**src/rtl/aud_pkg.sv**
```systemverilog
// Shared audio-path definitions: FSM state encoding and default widths,
// common to the I2S player and recorder.
package aud_pkg;

   localparam int AUD_ADDR_W = 20;
   localparam int AUD_DATA_W = 16;

   typedef enum logic [2:0] {
      IDLE     = 3'd0,
      WAIT_LRC = 3'd1,
      SHIFT    = 3'd2,
      TAIL     = 3'd3,
      PAUSED   = 3'd4
   } aud_state_e;

   function automatic logic is_playing(input aud_state_e s);
      return (s == WAIT_LRC) || (s == SHIFT) || (s == TAIL);
   endfunction

endpackage

```
**src/rtl/aud_player_if.sv**
```systemverilog
// Control, SRAM-read and DAC-data signals of the I2S player.
// The player uses the slave side; the control FSM / SRAM mux uses the master side.
interface aud_player_if #(
   parameter int ADDR_W = aud_pkg::AUD_ADDR_W,
   parameter int DATA_W = aud_pkg::AUD_DATA_W
);

   logic              i_lrc;
   logic              i_start;
   logic              i_pause;
   logic              i_stop;
   logic [ADDR_W-1:0] i_end_addr;
   logic [DATA_W-1:0] i_sram_data;
   logic [ADDR_W-1:0] o_address;
   logic              o_dacdat;
   logic              o_playing;
   logic              o_done;

   modport slave (
      input  i_lrc, i_start, i_pause, i_stop, i_end_addr, i_sram_data,
      output o_address, o_dacdat, o_playing, o_done
   );

   modport master (
      output i_lrc, i_start, i_pause, i_stop, i_end_addr, i_sram_data,
      input  o_address, o_dacdat, o_playing, o_done
   );

endinterface

```
**src/rtl/aud_i2s_serializer.sv**
```systemverilog
// Load/shift register with bit counter: emits one word MSB-first on a registered
// serial output and flags the cycle that drives the final bit.
module aud_i2s_serializer #(
   parameter int DATA_W = 16
) (
   input  logic              clk,
   input  logic              rst_n,
   input  logic              clear,
   input  logic              load,
   input  logic              shift,
   input  logic [DATA_W-1:0] din,
   output logic              sdo,
   output logic              last_bit
);

   localparam int CNT_W = $clog2(DATA_W);

   logic [DATA_W-1:0] shreg_r;
   logic [CNT_W-1:0]  cnt_r;
   logic              sdo_r;

   // Shift register, bit counter and output bit; the output idles low between words.
   always_ff @(posedge clk or negedge rst_n) begin
      if (!rst_n) begin
         shreg_r <= {DATA_W{1'b0}};
         cnt_r   <= {CNT_W{1'b0}};
         sdo_r   <= 1'b0;
      end else if (clear) begin
         shreg_r <= {DATA_W{1'b0}};
         cnt_r   <= {CNT_W{1'b0}};
         sdo_r   <= 1'b0;
      end else if (load) begin
         shreg_r <= din;
         cnt_r   <= {CNT_W{1'b0}};
         sdo_r   <= 1'b0;
      end else if (shift) begin
         shreg_r <= {shreg_r[DATA_W-2:0], 1'b0};
         cnt_r   <= cnt_r + CNT_W'(1'b1);
         sdo_r   <= shreg_r[DATA_W-1];
      end else begin
         sdo_r   <= 1'b0;
      end
   end

   assign sdo      = sdo_r;
   assign last_bit = (cnt_r == CNT_W'(DATA_W - 1));

endmodule

```
**src/rtl/aud_player.sv**
```systemverilog
// I2S playback engine: walks SRAM from address 0 to the end address and sends
// each sample MSB-first in the left-channel slot, with pause/resume and abort.
module aud_player
   import aud_pkg::*;
#(
   parameter int ADDR_W = AUD_ADDR_W,
   parameter int DATA_W = AUD_DATA_W
) (
   input  logic        i_clk,
   input  logic        i_rst_n,
   aud_player_if.slave bus
);

   aud_state_e        state_r, state_nx;
   logic [ADDR_W-1:0] addr_r, addr_nx;
   logic              pause_req_r, pause_nx;
   logic              done_r, done_nx;
   logic              playing_r;
   logic              lrc_d_r;
   logic              lrc_fall_s;
   logic              pause_hit_s;
   logic              load_s, shift_s, clear_s;
   logic              last_bit_s, sdo_s;

   assign lrc_fall_s = lrc_d_r & ~bus.i_lrc;

   aud_i2s_serializer #(.DATA_W(DATA_W)) u_ser (
      .clk      (i_clk),
      .rst_n    (i_rst_n),
      .clear    (clear_s),
      .load     (load_s),
      .shift    (shift_s),
      .din      (bus.i_sram_data),
      .sdo      (sdo_s),
      .last_bit (last_bit_s)
   );

   // Next-state, address and pause bookkeeping; stop overrides everything.
   always_comb begin
      state_nx    = state_r;
      addr_nx     = addr_r;
      pause_nx    = pause_req_r;
      done_nx     = 1'b0;
      load_s      = 1'b0;
      shift_s     = 1'b0;
      clear_s     = 1'b0;
      pause_hit_s = pause_req_r | bus.i_pause;
      if (bus.i_stop) begin
         state_nx = IDLE;
         addr_nx  = {ADDR_W{1'b0}};
         pause_nx = 1'b0;
         clear_s  = 1'b1;
      end else begin
         case (state_r)
            IDLE: begin
               pause_nx = 1'b0;
               if (bus.i_start) begin
                  state_nx = WAIT_LRC;
                  addr_nx  = {ADDR_W{1'b0}};
               end else begin
                  state_nx = IDLE;
               end
            end
            WAIT_LRC, TAIL: begin
               pause_nx = pause_hit_s;
               if (lrc_fall_s) begin
                  load_s   = 1'b1;
                  state_nx = SHIFT;
               end else begin
                  state_nx = state_r;
               end
            end
            SHIFT: begin
               shift_s  = 1'b1;
               pause_nx = pause_hit_s;
               if (last_bit_s) begin
                  pause_nx = 1'b0;
                  if (addr_r == bus.i_end_addr) begin
                     done_nx  = 1'b1;
                     addr_nx  = {ADDR_W{1'b0}};
                     state_nx = IDLE;
                  end else begin
                     // Address advances before a pause so resume starts on the next word.
                     addr_nx  = addr_r + ADDR_W'(1'b1);
                     state_nx = pause_hit_s ? PAUSED : TAIL;
                  end
               end else begin
                  state_nx = SHIFT;
               end
            end
            PAUSED: begin
               pause_nx = 1'b0;
               if (bus.i_pause) begin
                  state_nx = PAUSED;
               end else if (bus.i_start) begin
                  state_nx = WAIT_LRC;
               end else begin
                  state_nx = PAUSED;
               end
            end
            default: begin
               state_nx = IDLE;
               addr_nx  = {ADDR_W{1'b0}};
               pause_nx = 1'b0;
               clear_s  = 1'b1;
            end
         endcase
      end
   end

   // State, address, flags and LRC history registers.
   always_ff @(posedge i_clk or negedge i_rst_n) begin
      if (!i_rst_n) begin
         state_r     <= IDLE;
         addr_r      <= {ADDR_W{1'b0}};
         pause_req_r <= 1'b0;
         done_r      <= 1'b0;
         playing_r   <= 1'b0;
         lrc_d_r     <= 1'b1;
      end else begin
         state_r     <= state_nx;
         addr_r      <= addr_nx;
         pause_req_r <= pause_nx;
         done_r      <= done_nx;
         playing_r   <= is_playing(state_nx);
         lrc_d_r     <= bus.i_lrc;
      end
   end

   assign bus.o_address = addr_r;
   assign bus.o_dacdat  = sdo_s;
   assign bus.o_playing = playing_r;
   assign bus.o_done    = done_r;

endmodule
```
**src/flat_wrapper.sv**
```systemverilog
// flat-port wrapper written by rule: the top's interface ports become plain ports
module aud_player_flat import aud_pkg::*;
#(
   parameter int ADDR_W = AUD_ADDR_W,
   parameter int DATA_W = AUD_DATA_W
)
  (i_clk, i_rst_n, bus_i_lrc, bus_i_start, bus_i_pause, bus_i_stop, bus_i_end_addr, bus_i_sram_data, bus_o_address, bus_o_dacdat, bus_o_playing, bus_o_done);
  aud_player_if #(.ADDR_W(ADDR_W), .DATA_W(DATA_W)) bus_i ();
  input  logic i_clk;
  input  logic i_rst_n;
  input wire logic [$bits(bus_i.i_lrc)-1:0] bus_i_lrc;
  input wire logic [$bits(bus_i.i_start)-1:0] bus_i_start;
  input wire logic [$bits(bus_i.i_pause)-1:0] bus_i_pause;
  input wire logic [$bits(bus_i.i_stop)-1:0] bus_i_stop;
  input wire logic [$bits(bus_i.i_end_addr)-1:0] bus_i_end_addr;
  input wire logic [$bits(bus_i.i_sram_data)-1:0] bus_i_sram_data;
  output wire logic [$bits(bus_i.o_address)-1:0] bus_o_address;
  output wire logic [$bits(bus_i.o_dacdat)-1:0] bus_o_dacdat;
  output wire logic [$bits(bus_i.o_playing)-1:0] bus_o_playing;
  output wire logic [$bits(bus_i.o_done)-1:0] bus_o_done;
  assign bus_i.i_lrc = bus_i_lrc;
  assign bus_i.i_start = bus_i_start;
  assign bus_i.i_pause = bus_i_pause;
  assign bus_i.i_stop = bus_i_stop;
  assign bus_i.i_end_addr = bus_i_end_addr;
  assign bus_i.i_sram_data = bus_i_sram_data;
  assign bus_o_address = bus_i.o_address;
  assign bus_o_dacdat = bus_i.o_dacdat;
  assign bus_o_playing = bus_i.o_playing;
  assign bus_o_done = bus_i.o_done;
  aud_player #(.ADDR_W(ADDR_W), .DATA_W(DATA_W)) u_core (.i_clk(i_clk), .i_rst_n(i_rst_n), .bus(bus_i));
endmodule
```
**config.mk**
```make
export PLATFORM = sky130hd
export DESIGN_NAME = aud_player_flat
export DESIGN_NICKNAME = d
export VERILOG_FILES = /design/src/rtl/aud_pkg.sv /design/src/rtl/aud_player_if.sv /design/src/rtl/aud_i2s_serializer.sv /design/src/rtl/aud_player.sv /design/src/flat_wrapper.sv
export SDC_FILE = /design/constraint.sdc
export NUM_CORES = 1
export LEC_CHECK = 0
export BUFFER_PORTS_ARGS = -buffer_cell sky130_fd_sc_hd__buf_2
export CAP_MARGIN = 10
export CORE_ASPECT_RATIO = 0.5
export CORE_MARGIN = 2
export CORE_UTILIZATION = 35
export CTS_CLUSTER_DIAMETER = 150
export DETAILED_ROUTE_END_ITERATION = 10
export PLACE_DENSITY_LB_ADDON = 0.15
export SLEW_MARGIN = 20
export SYNTH_ARGS = -nofsm -noshare
export SYNTH_HDL_FRONTEND = slang
export SYNTH_SLANG_ARGS = --single-unit
export TNS_END_PERCENT = 50
```
**constraint.sdc**
```tcl
create_clock -name i_clk -period 2.1 [get_ports i_clk]
set_clock_uncertainty 0.15 [all_clocks]
set_input_delay 0.315 -clock i_clk [delete_from_list [all_inputs] [get_ports i_clk]]
set_output_delay 0.315 -clock i_clk [all_outputs]
set_load 0.005 [all_outputs]
```
==> Yosys cells after proc, flatten, opt, wreduce, memory -nomap -nowiden <==
Cells that the tools add are included.
W data, S select, Z words.
{ "word_totals": {"ff_bits": 48, "latchBits": 0, "ram_bits": 0, "mem_bits_ro": 0, "output_inout_bits": 23, "n_memories": 0} }
{ "classes": {"addsub": 2, "mul": 0, "n_div": 0, "magnitude_cmp": 0, "n_eq_ne": 12, "shift": 0, "muxes": 37, "bitwise_logic": 3, "n_reduce_logical": 8} }
{ "ops": {"columns": ["op", "n"], "rows": [
  ["$mux W20", 4],
  ["$pmux W20 S3", 1],
  ["$mux W16", 3],
  ["$mux W3", 7],
  ["$add A20 B1 Y20 const B", 1],
  ["$eq A20 B20 Y1", 1],
  ["$mux W1", 17],
  ["$eq A3 B2 Y1 const B", 4],
  ["$mux W4", 3],
  ["$pmux W3 S4", 1],
  ["$eq A3 B1 Y1 const B", 2],
  ["$reduce_or A5 Y1", 1],
  ["$add A4 B1 Y4 const B", 1],
  ["$eq A4 B4 Y1 const B", 1],
  ["$eq A3 B3 Y1 const B", 1],
  ["$logic_not A3 Y1", 1],
  ["$ne A3 B2 Y1 const B", 1],
  ["$ne A3 B3 Y1 const B", 1],
  ["$reduce_and A3 Y1", 1],
  ["$reduce_bool A3 Y1", 1],
  ["$reduce_or A3 Y1", 1],
  ["$logic_or A1 B1 Y1", 2],
  ["$ne A2 B1 Y1 const B", 1],
  ["$pmux W1 S2", 1],
  ["4 further kinds", 4]
]} }

==> Longest topological paths before layout <==
{ "depth": {"depth_word": 9, "mapped_depth": 8, "mapped_depth_nobuf": 7} }

==> Modules after synthesis <==
A second synthesis with hierarchy kept.
{ "hier_totals": {"cells_unflattened": 266, "area_unflattened_um2": 2778.9} }
{ "modules_own_cells": {"columns": ["mod", "instances", "cells_each", "area_each_um2", "seq_area_each_um2"], "rows": [
  ["aud_player", 1, 173, 1711.6, 676.9],
  ["aud_i2s_serializer", 1, 93, 1067.3, 525.5]
]} }

==> Worst setup path before layout <==
No wires, ideal clock.
{ "synth_timing": {"path_kind": "register -> register", "start": "register u_core.state_r[0]", "end": "register u_core.addr_r[8], in the netlist u_core.bus.o_address[8]", "arrival_ns": 1.655, "required_time_ns": 1.822, "slack_ns": 0.166, "stages_incl_launch_ff": 9, "synth_period_minus_slack_ns": 1.934, "path_cell_list": "dfrtp_1 > buf_6 > or4b_4 > o211ai_2 > or2_4 > buf_6 > nand4_2 > xor2_1 > nor2_1"} }
{ "synth_between": {"elab_chain_cells": 4, "word_cells_on_any_way": 12, "classes_between": "eq/ne: 7; mux: 2; reduce/logical: 3"} }
{ "synth_rtl": {"columns": ["element", "line_no", "source"], "rows": [
  ["start, declared", "aud_player.sv:14", "aud_state_e state_r, state_nx;"],
  ["start signal, assigned", "aud_player.sv:121", "state_r <= state_nx;"],
  ["$eq A3 B1 Y1, or another cell as far along", "aud_player.sv:54", "case (state_r)"],
  ["$reduce_or A3 Y1 (no line)", null, null],
  ["$pmux W20 S3 / $ne A2 B1 Y1 (equally long branches)", null, null],
  ["$mux W20 / $reduce_and A3 Y1 (equally long branches)", null, null],
  ["end signal, assigned", "aud_player.sv:115", "addr_r <= {ADDR_W{1'b0}};"],
  ["end signal, assigned", "aud_player.sv:122", "addr_r <= addr_nx;"],
  ["end, declared", "aud_player.sv:15", "logic [ADDR_W-1:0] addr_r, addr_nx;"]
]} }
Several ways; a longest one is shown, not always the timed one.
A chain may end at the register's enable or synchronous reset.

==> Worst setup path after layout <==
{ "layout_timing": {"start": "register u_core.state_r[1]", "end": "register u_core.addr_r[7], in the netlist u_core.bus.o_address[7]"} }
The elaborated chain is that of the path after synthesis.

==> results_dict.tcl <==
set metrics [dict create \
    outcome "completed" \
    grt_pass1_vias 2160 \
    synth_top_family_by_area "simple AND/OR/NAND/NOR gates" \
    clk_pin_slew_ns 0.06 \
    p_leak_nw 1.55 \
    wl_per_cell_um 13.8 \
    drive_gt1_share_pct 31.6 \
    synth-edff-count 0 \
    holdWs_ns 0.0867 \
    drtIter0Drc 173 \
    cp_max_fo 8 \
    synth_most_common_cell "dfrtp_1" \
    timing.rr.start "u_core.state_r[1]" \
    critPathLaunchType "flop" \
    slew_headroom_pct 59.3 \
    ys_seq_area_share_pct 45.5 \
    hold_depth 2 \
    vias_per_cell 5.00 \
    critPathCaptureType "flop" \
    setup_violations 0 \
    yosys_warnings 0 \
    grt_pass1_wl_um 10600 \
    num_rows 22 \
    dieArea_mm2 0.00830 \
    finalCritPeriodShare_pct 94.5 \
    yosys.area.top_type_share_pct 44.5 \
    synthMuxAreaShare_pct 7.25 \
    crit_required_ns 2.13 \
    coreArea_mm2 0.00732 \
    post-route-drc-count 0 \
    hold_path.class "in -> reg" \
    place_hpwl_um 4730 \
    detail_route.wirelength_um 6380 \
    fill_cells 707 \
    peakVddDrop_mv 0.371 \
    diodes 0 \
    clock_insertion_delay_worst_skew_ns 0.29 \
    place_ws_ns -0.0200 \
    netlist_top_cells_area "dfrtp_1 (45%), xnor2_1 (7.3%), mux2i_1 (6.8%), o21ai_0 (4.5%), nand2_1 (4.0%)" \
    r2r_cells 6 \
    die-height_um 65.4 \
    max_cap_viol_count 0 \
    htreeDepth 2 \
    initial_utilization_pct 36.1 \
    powerDensity_mw_per_mm2 601 \
    place_congestion 0.877 \
    numCtsBuffers 5 \
    min_to "u_core.u_ser.shreg_r[0]" \
    first_pass_iters 4 \
    rsz0062_at_grt "true" \
    r2r_setup_slack_ns 0.11 \
    fin_nets 410 \
    cts_tree "done" \
    synth_compound_area_share_pct 13.6 \
    hold_violations 0 \
    period_needed_ns 1.99 \
    synth-simple-area-share_pct 20.4 \
    criticalPathCategory "reg -> reg" \
    holdCritStartpoint "bus_i_sram_data[0]" \
    die_w_um 127 \
    worst_slew_pin_slew_ns 0.609 \
    synth_top_area_cell "dfrtp_1" \
    synth_common_cells "dfrtp_1 (47), nand2_1 (28), o21ai_0 (24)" \
    cts-root-buf "clkbuf_16" \
    fmax_mhz 504 \
    area_delta_synth_final_pct 31.4 \
    cts_max_path_buffers 2 \
    io_pins 65 \
    async_reset_ff_share_pct 100 \
    io_buffers 64 \
    syn_nets 321 \
    routed-via-count 2314 \
    grt_start_max_net_pins 30 \
    ys_types 41 \
    syn_avg_cell_area_um2 9.53 \
    fin_ws_ns 0.115 \
    synth-adder-area-share_pct 0.948 \
    r2r_end "u_core.bus.o_address[7]" \
    cts.sinks 48 \
    ys_seq_elements 48 \
    synth_flop_cell "dfrtp_1" \
    final_max_slew_viol_count 0 \
    syn_inst 277 \
    syn-cell-area_mm2 0.00264 \
    crit_arrival_ns 2.02 \
    antenna_found_initial 0 \
    synth_xor_area_share_pct 8.96 \
    grt_use_total_pct 16.1 \
    ant_nets 0 \
    grt-ovfl-total 0 \
]
## flip-flops by register name, summed over array words and instances, names as in the netlist
signal,flops
u_core.bus.o_address,20
u_core.u_ser.shreg_r,16
u_core.u_ser.cnt_r,4
u_core.state_r,3
u_core.bus.o_done,1
u_core.bus.o_playing,1
u_core.lrc_d_r,1
u_core.pause_req_r,1
u_core.u_ser.sdo,1
## through the flow
stage	utilization, %	TNS, ns	cell area [um^2]	std cells	power (mW)
floorplan	-	0	2640	277	1.07
global placement	43.9	-0.00619	3220	449	1.17
detailed placement	43.9	-0.0200	3220	449	1.18
CTS	46.5	0	3410	459	2.10
global route	47.4	-0.0860	3470	463	2.18
finish	47.4	0	3470	463	2.08
## layout by cell type (no fill, tap or decap), types with 3 or more instances in the layout
| cell | n |
|---|---|
| o21ai_1 | 3 |
| and3_1 | 7 |
| nand2_1 | 28 |
| buf_4 | 25 |
| nand2b_1 | 6 |
| xnor2_1 | 21 |
| inv_1 | 5 |
| nand3_1 | 11 |
| a31oi_1 | 9 |
| xor2_1 | 5 |
| clkbuf_16 | 5 |
| buf_12 | 3 |
| or3_1 | 4 |
| o21ai_0 | 23 |
| nand4_1 | 12 |
| nor2_1 | 19 |
| dfrtp_1 | 47 |
| nor3_1 | 3 |
| mux2i_1 | 18 |
| a21oi_1 | 14 |
| buf_2 | 64 |
## metal layers
metal / GRT usage [%] / wire length [um] / vias up
li1: - / - / 1166
met1: 21.7 / 3130 / 1085
met2: 25.9 / 2870 / 54
met3: 4.23 / 300 / 9
met4: 4.81 / 76 / 0
met5: 0 / 0 / -
## how the worst max path moves through the flow
stage	startpoint	end	depth (start not counted)
CTS	u_core.bus.o_address[0]	u_core.bus.o_address[11]	7
detailed placement	u_core.bus.o_address[2]	u_core.bus.o_address[15]	5
global route	u_core.bus.o_address[0]	u_core.bus.o_address[15]	8
global placement	u_core.bus.o_address[2]	u_core.bus.o_address[15]	5
finish	u_core.state_r[1]	u_core.bus.o_address[7]	6
floorplan	u_core.state_r[0]	u_core.bus.o_address[8]	8
## critical path: stages (launching register included)
cell      delay, ns
dfrtp_1        0.46
or4b_4         0.57
o211ai_2       0.11
nand3_1        0.11
nand4_1        0.24
buf_4          0.19
nor2_1         0.04
## repair_timing
item                       4_1_cts  5_1_grt
hold endpoints to repair        19        0
hold buffers                     2        0
setup buffers                    0        4
pin swaps                        0        1
setup endpoints to repair        2       30
resized for setup                1        7
## power breakdown
part	total, mW	internal, mW	switching (mW)
sequential	0.952	0.941	0.0115
combinational	0.221	0.101	0.120
clock	0.911	0.561	0.350
total	2.08	1.60	0.482
## logic make-up after synthesis
kind of cell,Yosys count
compound gates,60
xor+xnor,27
simple gates,104
mux,19
buf+inv,17
fa+ha+maj,2
flops,48
## area by class of cell
| type | count | area (um^2) | area share (%) |
|---|---|---|---|
| Inverter | 5 | 18.8 | 0.541 |
| Timing Repair Buffer | 94 | 588 | 16.9 |
| Sequential cell | 48 | 1200 | 34.7 |
| Multi-Input combinational cell | 212 | 1380 | 39.7 |
| Clock inverter | 2 | 35.0 | 1.01 |
| Tap cell | 96 | 120 | 3.46 |
| Clock buffer | 6 | 129 | 3.71 |
Power figures use the tool's default switching activity.
